[config.mk]
export PLATFORM = sky130hd
export DESIGN_NAME = dlock_key_tx
export DESIGN_NICKNAME = d
export VERILOG_FILES = /design/src/rtl/dlock_pkg.sv /design/src/rtl/dlock_bit_timer.sv /design/src/rtl/dlock_key_tx.sv
export SDC_FILE = /design/constraint.sdc
export NUM_CORES = 1
export LEC_CHECK = 0
export ABC_AREA = 1
export CAP_MARGIN = 20
export CELL_PAD_IN_SITES_DETAIL_PLACEMENT = 1
export CELL_PAD_IN_SITES_GLOBAL_PLACEMENT = 2
export CORE_ASPECT_RATIO = 0.9
export CORE_MARGIN = 4
export CORE_UTILIZATION = 30
export DETAILED_ROUTE_END_ITERATION = 8
export PLACE_DENSITY = 0.73
export SYNTH_ARGS = -nofsm -noshare
export SYNTH_HDL_FRONTEND = slang
export SYNTH_SLANG_ARGS = --single-unit
[constraint.sdc]
create_clock -name clk -period 1.7 [get_ports clk]
set_input_delay 0.51 -clock clk [delete_from_list [all_inputs] [get_ports clk]]
set_output_delay 0.51 -clock clk [all_outputs]
set_load 0.05 [all_outputs]
[src/rtl/dlock_pkg.sv]
// Shared definitions for the digital lock and its key transmitter.
// Holds the lock combination so both ends always agree on it.
package dlock_pkg;

  localparam int unsigned CODE_LEN     = 6;
  localparam logic [CODE_LEN-1:0] DEFAULT_CODE = 6'b101100;

  // Bit-period counter width; covers BIT_CYCLES up to 255.
  localparam int unsigned TIMER_W      = 8;

  typedef enum logic {
    IDLE = 1'b0,
    SEND = 1'b1
  } state_e;

endpackage : dlock_pkg

[src/rtl/dlock_bit_timer.sv]
// Bit-period down-counter: counts BIT_CYCLES clocks per bit and flags the
// last clock of each period on tc_c.
module dlock_bit_timer
  import dlock_pkg::*;
#(
  parameter int unsigned BIT_CYCLES = 1
) (
  input  logic clk,
  input  logic clear,
  input  logic load,
  input  logic en,
  output logic tc_c
);

  localparam logic [TIMER_W-1:0] RELOAD = TIMER_W'(BIT_CYCLES);

  logic [TIMER_W-1:0] cnt;

  // With BIT_CYCLES=1 the count sits at 1, so every enabled cycle is terminal.
  assign tc_c = (cnt <= TIMER_W'(1));

  always_ff @(posedge clk) begin
    if (clear) begin
      cnt <= '0;
    end else if (load || (en && tc_c)) begin
      cnt <= RELOAD;
    end else if (en) begin
      cnt <= cnt - TIMER_W'(1);
    end
  end

endmodule : dlock_bit_timer

[src/rtl/dlock_key_tx.sv]
// Key transmitter: serialises a lock combination MSB first onto b_out,
// holding each bit for BIT_CYCLES clocks.
module dlock_key_tx
  import dlock_pkg::*;
#(
  parameter int unsigned CODE_LEN = dlock_pkg::CODE_LEN,
  parameter logic [CODE_LEN-1:0] DEFAULT_CODE = CODE_LEN'(dlock_pkg::DEFAULT_CODE),
  parameter int unsigned BIT_CYCLES = 1
) (
  input  logic                clk,
  input  logic                clear,
  input  logic                start,
  input  logic                use_default,
  input  logic [CODE_LEN-1:0] code_in,
  input  logic                abort,
  output logic                b_out,
  output logic                ready,
  output logic                busy,
  output logic                done
);

  localparam int unsigned BCNT_W = $clog2(CODE_LEN + 1);

  state_e              state, state_d;
  logic [CODE_LEN-1:0] shreg, shreg_d;
  logic [BCNT_W-1:0]   bit_cnt, bit_cnt_d;
  logic                done_d;
  logic                tmr_load, tmr_en, tmr_tc_c;

  dlock_bit_timer #(
    .BIT_CYCLES (BIT_CYCLES)
  ) u_bit_timer (
    .clk   (clk),
    .clear (clear),
    .load  (tmr_load),
    .en    (tmr_en),
    .tc_c  (tmr_tc_c)
  );

  // Next-state, shift and counter control.
  always_comb begin
    state_d   = state;
    shreg_d   = shreg;
    bit_cnt_d = bit_cnt;
    done_d    = 1'b0;
    tmr_load  = 1'b0;
    tmr_en    = 1'b0;
    unique case (state)
      IDLE: begin
        if (start && !abort) begin
          shreg_d   = use_default ? DEFAULT_CODE : code_in;
          bit_cnt_d = BCNT_W'(CODE_LEN);
          tmr_load  = 1'b1;
          state_d   = SEND;
        end
      end
      SEND: begin
        if (abort) begin
          state_d = IDLE;
        end else begin
          tmr_en = 1'b1;
          if (tmr_tc_c) begin
            shreg_d   = shreg << 1;
            bit_cnt_d = bit_cnt - BCNT_W'(1);
            if (bit_cnt == BCNT_W'(1)) begin
              state_d = IDLE;
              done_d  = 1'b1;
            end
          end
        end
      end
      default: state_d = IDLE;
    endcase
  end

  // Outputs are registered from the next-state values so they line up
  // with the state they describe; b_out is forced low outside SEND.
  always_ff @(posedge clk) begin
    if (clear) begin
      state   <= IDLE;
      shreg   <= '0;
      bit_cnt <= '0;
      b_out   <= 1'b0;
      busy    <= 1'b0;
      ready   <= 1'b1;
      done    <= 1'b0;
    end else begin
      state   <= state_d;
      shreg   <= shreg_d;
      bit_cnt <= bit_cnt_d;
      b_out   <= (state_d == SEND) && shreg_d[CODE_LEN-1];
      busy    <= (state_d == SEND);
      ready   <= (state_d == IDLE);
      done    <= done_d;
    end
  end

endmodule : dlock_key_tx

After elaboration in Yosys (flattened, before gate mapping)
Cells that the tools add are included.
{"block": "word_totals", "ff_bits": 21, "latch_bits": 0, "ram_bits": 0, "romBits": 0, "in_bits": 11, "n_memories": 0}
{"block": "op_classes", "n_addsub": 2, "multipliers": 0, "n_div": 0, "n_lt_le_gt_ge": 1, "eq_ne": 4, "n_shift": 0, "n_mux": 20, "bitwise": 3, "reduce_logical": 9}
{"op": "2-to-1 mux 6 bit", "n": 4}
{"op": "one-hot mux 6 bit (2 select lines)", "n": 1}
{"op": "2-to-1 mux 1 bit", "n": 10}
{"op": "2-to-1 mux 3 bit", "n": 3}
{"op": "less-or-equal comparator 8 x 1 -> 1 bit (second input constant)", "n": 1}
{"op": "subtractor 8 x 1 -> 8 bit (second input constant)", "n": 1}
{"op": "one-hot mux 3 bit (2 select lines)", "n": 1}
{"op": "inequality test 2 bit (second input constant)", "n": 2}
{"op": "OR reduction 4 bit", "n": 1}
{"op": "== test 3 x 1 -> 1 bit (second input constant)", "n": 1}
{"op": "logical AND 1 bit", "n": 3}
{"op": "NOT 1 bit", "n": 3}
{"op": "AND reduction 3 bit", "n": 1}
{"op": "subtractor 3 x 1 -> 3 bit (second input constant)", "n": 1}
{"op": "inequality test 2 x 1 -> 1 bit (second input constant)", "n": 1}
{"op": "one-hot mux 1 bit (2 select lines)", "n": 1}
{"op": "nonzero test 2 bit", "n": 1}
{"op": "OR reduction 2 bit", "n": 1}
{"op": "logical NOT 1 bit", "n": 1}
{"op": "logical OR 1 bit", "n": 1}

Longest topological paths before layout
Gate-level depths: netlist (run 1).
{"block": "depth", "depth_word": 6, "mapped_depth": 10, "ltp_nobuf": 10}

Modules after synthesis
A second synthesis (run 1) with hierarchy kept.
{"block": "unflattened", "hier_cells": 169, "hier_area_um2": 1181.1}
{"mod": "dlock_key_tx", "n_inst": 1, "cells_per_inst": 100, "area_per_inst_um2": 671.9, "seq_area_each_um2": 260.2}
{"mod": "dlock_bit_timer", "n_inst": 1, "cells_per_inst": 69, "area_per_inst_um2": 509.2, "seq_area_each_um2": 160.2}

Worst setup path before layout (run 1)
Ideal clock, no wire load.
{"block": "synth_timing", "path_kind": "reg-to-reg", "from": "register state", "to": "register shreg[3]", "setup_ns": 0.124, "arrival_ns": 1.413, "t_required_ns": 1.576, "path_slack_ns": 0.163, "path_stages_with_launch": 8, "path_buffers": 0, "period_less_slack_ns": 1.537, "path_cell_list": "dfxtp_1 -> inv_2 -> nor2_8 -> nand3_4 -> nand2_1 -> nor2_1 -> nor2_1 -> nor2_1"}
{"block": "synth_between", "elab_chain_cells": 3}
{"item": "start: declaration", "line": "dlock_key_tx.sv:24", "text": "state_e state, state_d;"}
{"item": "start signal: assignment", "line": "dlock_key_tx.sv:88", "text": "state <= state_d;"}
{"item": "NOT 1 bit (no source line)"}
{"item": "inequality test 2 bit (no source line)"}
{"item": "AND reduction 3 bit (no source line)"}
{"item": "end signal: assignment", "line": "dlock_key_tx.sv:89", "text": "shreg <= shreg_d;"}
{"item": "end: declaration", "line": "dlock_key_tx.sv:25", "text": "logic [CODE_LEN-1:0] shreg, shreg_d;"}
Parallel ways exist; a longest one is shown, timed or not.
A chain may end at the register's enable or synchronous reset.

Final worst setup path (run 1)
{"block": "layout_timing", "from": "register u_bit_timer.cnt[0]", "to": "register shreg[3]"}
{"block": "layout_between", "elab_chain_cells": 3}
{"item": "start: declaration", "line": "dlock_bit_timer.sv:17", "text": "logic [TIMER_W-1:0] cnt;"}
{"item": "start signal: assignment", "line": "dlock_bit_timer.sv:28", "text": "cnt <= cnt - TIMER_W'(1);"}
{"item": "less-or-equal comparator 8 x 1 -> 1 bit", "line": "dlock_bit_timer.sv:20", "text": "assign tc_c = (cnt <= TIMER_W'(1));"}
{"item": "inequality test 2 x 1 -> 1 bit (no source line)"}
{"item": "AND reduction 3 bit (no source line)"}
No other way between the ends.

==> results.json, run 1 <==
{
  "drt-total-wl_um": 2590,
  "synthArstFlopShare_pct": 0,
  "crit_chain": "inv_1 > ha_1 > nor2_1 > nor2_2 > nand3_4 > nand2_2 > nor2_1 > nor2_1 > nor2_1",
  "grt_pass1_wl_um": 4590,
  "portBuffers": 14,
  "grt_pass1_vias": 1010,
  "finalSetupViolCount": 0,
  "antenna_found_initial": 0,
  "antennaDiodeCount": 0,
  "fin_crit_ns": 1.53,
  "ys_ff_latch": 21,
  "max_cap_violations": 0,
  "slew_headroom_pct": 76.6,
  "core-area_um2": 3380,
  "ir_drop_uv": 488,
  "io_pins": 15,
  "yosysWarnings": 0,
  "syn_avg_cell_area_um2": 7.35,
  "cp-start-kind": "register",
  "clk_latency_ns": 0.26,
  "cts_sinks": 21,
  "cp-end-kind": "register",
  "drt-pass1-iter-count": 4,
  "via_count": 949,
  "numCtsBuffers": 3,
  "crit_top_cell": "nor2_1",
  "finalPower_mw": 1.12,
  "status": "completed",
  "worstSetupPathType": "reg -> reg",
  "fillers": 434,
  "finalCritPeriodShare_pct": 90.3,
  "clock-skew-final_ns": 0.00241,
  "fin_area_um2": 1410,
  "cp_slowest_cell": "dfxtp_1",
  "synth_cell_types": 24,
  "die_area_um2": 4520,
  "hold_viol_final": 0,
  "max_freq_mhz": 652,
  "drive_gt1_share_pct": 18.5,
  "drv_slew": 0,
  "cp_max_fo": 8,
  "finalWeightedCongestion": 0.769,
  "critPathRequiredTime_ns": 1.86,
  "dp_hpwl_um": 2130,
  "synth_edf_count": 0,
  "drc_errors": 0,
  "initial_core_util_pct": 31.1,
  "worst-endpoint-arrival_ns": 1.69,
  "clk_pin_slew_ns": 0.08,
  "synthFlopType": "dfxtp_1",
  "h-tree-depth": 1,
  "hp-class": "reg -> reg",
  "num_rows": 20,
  "grt_util_all_layers_pct": 12.7,
  "grt_setup_unrepaired": "no",
  "netlist_instances": 143,
  "die_h_um": 64.2,
  "dpl_cell_area_um2": 1360,
  "wl_per_cell_um": 12.2,
  "cts_max_path_buffers": 2,
  "cts-root-buf": "clkbuf_8",
  "max_stage_delay_ns": 0.34,
  "yosysSeqAreaShare_pct": 40.0,
  "synth_area_um2": 1050,
  "worst_pin_slew_ns": 0.350,
  "synth.net_count": 158,
  "viasPerCell": 4.48,
  "die_w_um": 70.4,
  "drt_iter0_markers": 31,
  "syn_to_final_growth_pct": 34.2,
  "power.density_nw_per_um2": 791,
  "cts_tree": "yes",
  "grt_max_degree": 12,
  "nets": 184,
  "grt_remaining_overflow": 0,
  "ant_nets": 0,
  "total_leakage_power_nw": 0.624
}
-- layer usage --
| layer | global-route usage (%) | part of all wire (%) | up-vias |
|---|---|---|---|
| li1 | - | - | 495 |
| met3 | 3.93 | 3.3 | 2 |
| met2 | 21.4 | 49 | 10 |
| met5 | 0 | 0 | - |
| met4 | 2.87 | 0.69 | 0 |
| met1 | 15.9 | 47 | 442 |
-- final timing paths --
kind                   end  slack (ns)  depth (start not counted)               start
setup / recovery  shreg[3]        0.17                          9  u_bit_timer.cnt[0]
hold / removal    shreg[0]        0.46                          2            shreg[0]
setup reg to reg  shreg[3]        0.17                          9  u_bit_timer.cnt[0]
hold reg to reg   shreg[0]        0.46                          2            shreg[0]
-- final cells by class --
type,count,area [µm²],area share (%)
Tap cell,44,55.1,3.90
Clock buffer,4,45.0,3.19
Inverter,23,86.3,6.12
Sequential cell,21,420,29.8
Multi-Input combinational cell,98,548,38.9
Timing Repair Buffer,22,255,18.1
-- metrics by stage --
| stage | worst slack (ns) | hold WS (ns) | util, % | setup TNS [ns] | std cells |
|---|---|---|---|---|---|
| final | 0.165 | 0.459 | 41.7 | 0 | 212 |
| after global routing | 0.0223 | 0.496 | 41.7 | 0 | 212 |
| after CTS | 0.0207 | 0.468 | 41.4 | 0 | 212 |
| after detailed placement | -0.239 | 0.457 | 40.1 | -3.70 | 208 |
| after global placement | -0.225 | 0.434 | 40.1 | -3.20 | 208 |
| after floorplan | 0.163 | 0.419 | - | 0 | 143 |
-- cell usage in the layout, fill, tap and decap left out, types with 3 or more instances in the layout --
| cell | netlist | final |
|---|---|---|
| buf_12 | 0 | 5 |
| nor2_2 | 4 | 3 |
| dfxtp_1 | 21 | 21 |
| buf_4 | 0 | 7 |
| o21ai_0 | 9 | 9 |
| nor2_1 | 17 | 17 |
| inv_2 | 3 | 3 |
| ha_1 | 4 | 4 |
| a21oi_1 | 10 | 10 |
| clkbuf_8 | 0 | 3 |
| nand2_1 | 29 | 28 |
| nand3_1 | 10 | 10 |
| inv_1 | 20 | 20 |
| clkdlybuf4s50_1 | 0 | 9 |
-- worst max-delay path: cells and delay by family (launching register included) --
family	cells	cell delay, ns
fa+ha+maj	1	0.19
buf+inv	1	0.13
flops	1	0.34
simple gates	7	0.76
-- logic make-up (layout without fill, tap and decap cells) --
| kind of cell | count (synthesis) | in the layout | synth area share [%] |
|---|---|---|---|
| compound gates | 21 | 21 | 10.2 |
| xor+xnor | 2 | 2 | 1.67 |
| fa+ha+maj | 4 | 4 | 4.76 |
| buf+inv | 24 | 49 | 8.57 |
| flops | 21 | 21 | 40.0 |
| simple gates | 71 | 71 | 34.8 |
-- state kept, by name, summed over array words and instances (netlist names) --
signal,cells
u_bit_timer.cnt,8
shreg,6
bit_cnt,3
b_out,1
done,1
ready,1
state,1
-- Yosys cell counts (2+ instances only) --
library cell	number	area (µm²)
a21oi_1	10	50.1
dfxtp_1	21	420
ha_1	4	50.1
inv_1	20	75.1
inv_2	3	11.3
nand2_1	29	109
nand3_1	10	50.1
nand3_4	2	35.0
nor2_1	17	63.8
nor2_2	4	25.0
o21ai_0	9	45.0
xor2_1	2	17.5
-- power by group --
part	internal (mW)	switching (mW)
Clock	0.167	0.164
Combinational	0.108	0.139
Sequential	0.519	0.0176
Total	0.794	0.321
-- timing repair --
action,in CTS,in global routing
buffers inserted,0,0
gates resized for setup,0,3
setup endpoints to repair,0,9
hold buffers,0,0
No activity file was read; power rests on OpenSTA's default activity.
==> run 2: changes to the inputs <==
--- a/config.mk
+++ b/config.mk
@@ -12,6 +12,7 @@
 export CORE_ASPECT_RATIO = 0.9
 export CORE_MARGIN = 4
 export CORE_UTILIZATION = 30
+export CTS_CLUSTER_DIAMETER = 30
 export DETAILED_ROUTE_END_ITERATION = 8
 export PLACE_DENSITY = 0.73
 export SYNTH_ARGS = -nofsm -noshare
==> constraint.sdc (replaced) <==
create_clock -name clk -period 1.6 [get_ports clk]
set_input_delay 0.48 -clock clk [delete_from_list [all_inputs] [get_ports clk]]
set_output_delay 0.48 -clock clk [all_outputs]
set_load 0.05 [all_outputs]
==> run 2 against run 1 <==
Combinational power increased by 8.1%; via count increased by 4.2%; non-clock buffer count increased by 2; sequential share of layout area decreased by 0.12 points; clock power increased by 4%; flip-flop and latch count unchanged; clock-buffer cell count unchanged; wire length increased by 0.58%; final cell count increased by 0.94%; global-route usage about the same; sequential power increased by 6.5%; maximum frequency increased by 4.6%; largest power group unchanged; highest routed layer unchanged.
==> results.json, run 2 (same netlist as run 1, synthesis figures left out) <==
{
  "status": "completed",
  "drt-pass1-iter-count": 4,
  "worst_pin_slew_ns": 0.337,
  "finalSetupViolCount": 0,
  "gr-usage-met3_pct": 3.77,
  "ir_drop_uv": 512,
  "crit_chain": "inv_1 > ha_1 > nor2_1 > nor2_2 > nand3_4 > nand2_1 > nor2_1 > nor2_1 > nor2_1",
  "grtUsageMet1_pct": 15.9,
  "grt_util_all_layers_pct": 12.8,
  "antenna_found_initial": 0,
  "ant_nets": 0,
  "clk_pin_slew_ns": 0.08,
  "hold_viol_final": 0,
  "largest_reg_flops": 8,
  "max_cap_violations": 0,
  "place_inst": 210,
  "initial_core_util_pct": 31.1,
  "die_w_um": 70.4,
  "grt_remaining_overflow": 0,
  "layout_commonest_cell": "nand2_1",
  "cpLargestDelayFamily": "simple AND/OR/NAND/NOR gates",
  "dpl_cell_area_um2": 1370,
  "cts_tree": "yes",
  "nets": 186,
  "total_leakage_power_nw": 0.627,
  "max_freq_mhz": 682,
  "grt_setup_unrepaired": "no",
  "max_stage_delay_ns": 0.34,
  "grt_busiest_layer": "met2",
  "power.density_nw_per_um2": 834,
  "cp.buffers_inverters": 1,
  "dp_hpwl_um": 2220,
  "cts_sinks": 21,
  "fillers": 441,
  "clock-skew-final_ns": 0.00919,
  "syn_to_final_growth_pct": 35.1,
  "viasPerCell": 4.62,
  "cts-root-buf": "clkbuf_8",
  "worst-endpoint-arrival_ns": 1.63,
  "multi_input_area_um2": 546,
  "regArea_um2": 422,
  "drt_iter0_markers": 26,
  "fin_area_um2": 1420,
  "drv_slew": 0,
  "finalCritPeriodShare_pct": 91.7,
  "crit_top_cell": "nor2_1",
  "met2_usage_pct": 22.0,
  "cp_max_fo": 8,
  "setup_ws_ns": 0.133,
  "h-tree-depth": 1,
  "hp-class": "reg -> reg",
  "core-area_um2": 3380,
  "grt_max_degree": 12,
  "cp-start-kind": "register",
  "io_pins": 15,
  "clk_latency_ns": 0.26,
  "finalSetupTns_ns": 0,
  "via_count": 989,
  "numCtsBuffers": 3,
  "drc_errors": 0,
  "hold-worst-slack_ns": 0.455,
  "drt-total-wl_um": 2610,
  "cp-end-kind": "register",
  "drive_gt1_share_pct": 19.4,
  "pre_cts_ws_ns": -0.327,
  "die_area_um2": 4520,
  "wl_per_cell_um": 12.2,
  "grt_pass1_wl_um": 4640,
  "worstSetupPathType": "reg -> reg",
  "reg_top3": "u_bit_timer.cnt x8, shreg x6, bit_cnt x3",
  "portBuffers": 14,
  "fin_crit_ns": 1.47,
  "die_h_um": 64.2,
  "critPathRequiredTime_ns": 1.76,
  "grt_pass1_vias": 1012,
  "instances_no_fill": 214,
  "final_cell_mix": "nand2_1, inv_1, dfxtp_1",
  "slew_headroom_pct": 77.5,
  "cp_slowest_cell": "dfxtp_2",
  "antennaDiodeCount": 0,
  "finalWeightedCongestion": 0.789,
  "num_rows": 20,
  "cts_setup_buffers": 0,
  "regMostFlops": "u_bit_timer.cnt",
  "cts_max_path_buffers": 2
}
## run 2: cell count changes in the layout (fill, tap and decap cells not counted), sizes merged
cell / previous run / this run
buf: 12 / 14
dlymetal6s2s: 1 / 0
dlygate4sd2: 0 / 1
## run 2: layout make-up
type / instances / area share (%)
repair buffers: 24 / 18.8
well taps: 44 / 3.88
multi-input cells: 98 / 38.4
inverters: 23 / 6.08
flip-flops and latches: 21 / 29.7
clock buffers: 4 / 3.17
## run 2: final timing paths
| kind | cells past startpoint | slack [ns] | start | end |
|---|---|---|---|---|
| hold reg to reg | 2 | 0.45 | shreg[0] | shreg[0] |
| hold / removal | 2 | 0.45 | shreg[0] | shreg[0] |
| setup / recovery | 9 | 0.13 | u_bit_timer.cnt[0] | shreg[3] |
| setup reg to reg | 9 | 0.13 | u_bit_timer.cnt[0] | shreg[3] |
## run 2: where the power goes
part           total, mW  switching, mW  internal (mW)
Clock              0.345          0.168          0.177
Combinational      0.267          0.149          0.118
Sequential         0.572         0.0192          0.553
## run 2: repair_timing
action                                  in CTS  in global routing
endpoints found under the setup margin       6                 14
resized for setup                            2                  1
hold buffers                                 0                  0
gates cloned                                 0                  0
pin swaps                                    0                  1
## run 2: worst register-to-register path, cell delays in order (launching register included)
cell	delay, ns
dfxtp_2	0.34
inv_1	0.07
ha_1	0.18
nor2_1	0.06
nor2_2	0.18
nand3_4	0.16
nand2_1	0.16
nor2_1	0.06
nor2_1	0.10
nor2_1	0.04
## run 2: per-layer routing
layer | vias to the layer above | wire length (µm)
li1 | 504 | -
met1 | 470 | 1210
met2 | 13 | 1260
met3 | 2 | 119
met4 | 0 | 13
met5 | - | 0
## run 2: through the flow
| stage | util, % | power [mW] |
|---|---|---|
| finish | 42.0 | 1.18 |
| floorplan | - | 0.731 |
| global placement | 40.6 | 0.845 |
| CTS | 42.0 | 1.21 |
| global route | 42.0 | 1.27 |
| detailed placement | 40.6 | 0.853 |
==> run 3: changes to the inputs <==
--- a/config.mk
+++ b/config.mk
@@ -6,6 +6,7 @@
 export NUM_CORES = 1
 export LEC_CHECK = 0
 export ABC_AREA = 1
+export ABC_CLOCK_PERIOD_IN_PS = 1600
 export CAP_MARGIN = 20
 export CELL_PAD_IN_SITES_DETAIL_PLACEMENT = 1
 export CELL_PAD_IN_SITES_GLOBAL_PLACEMENT = 2
==> results of run 3 <==
The final DEF is identical to that of run 2; final timing and power are the same.
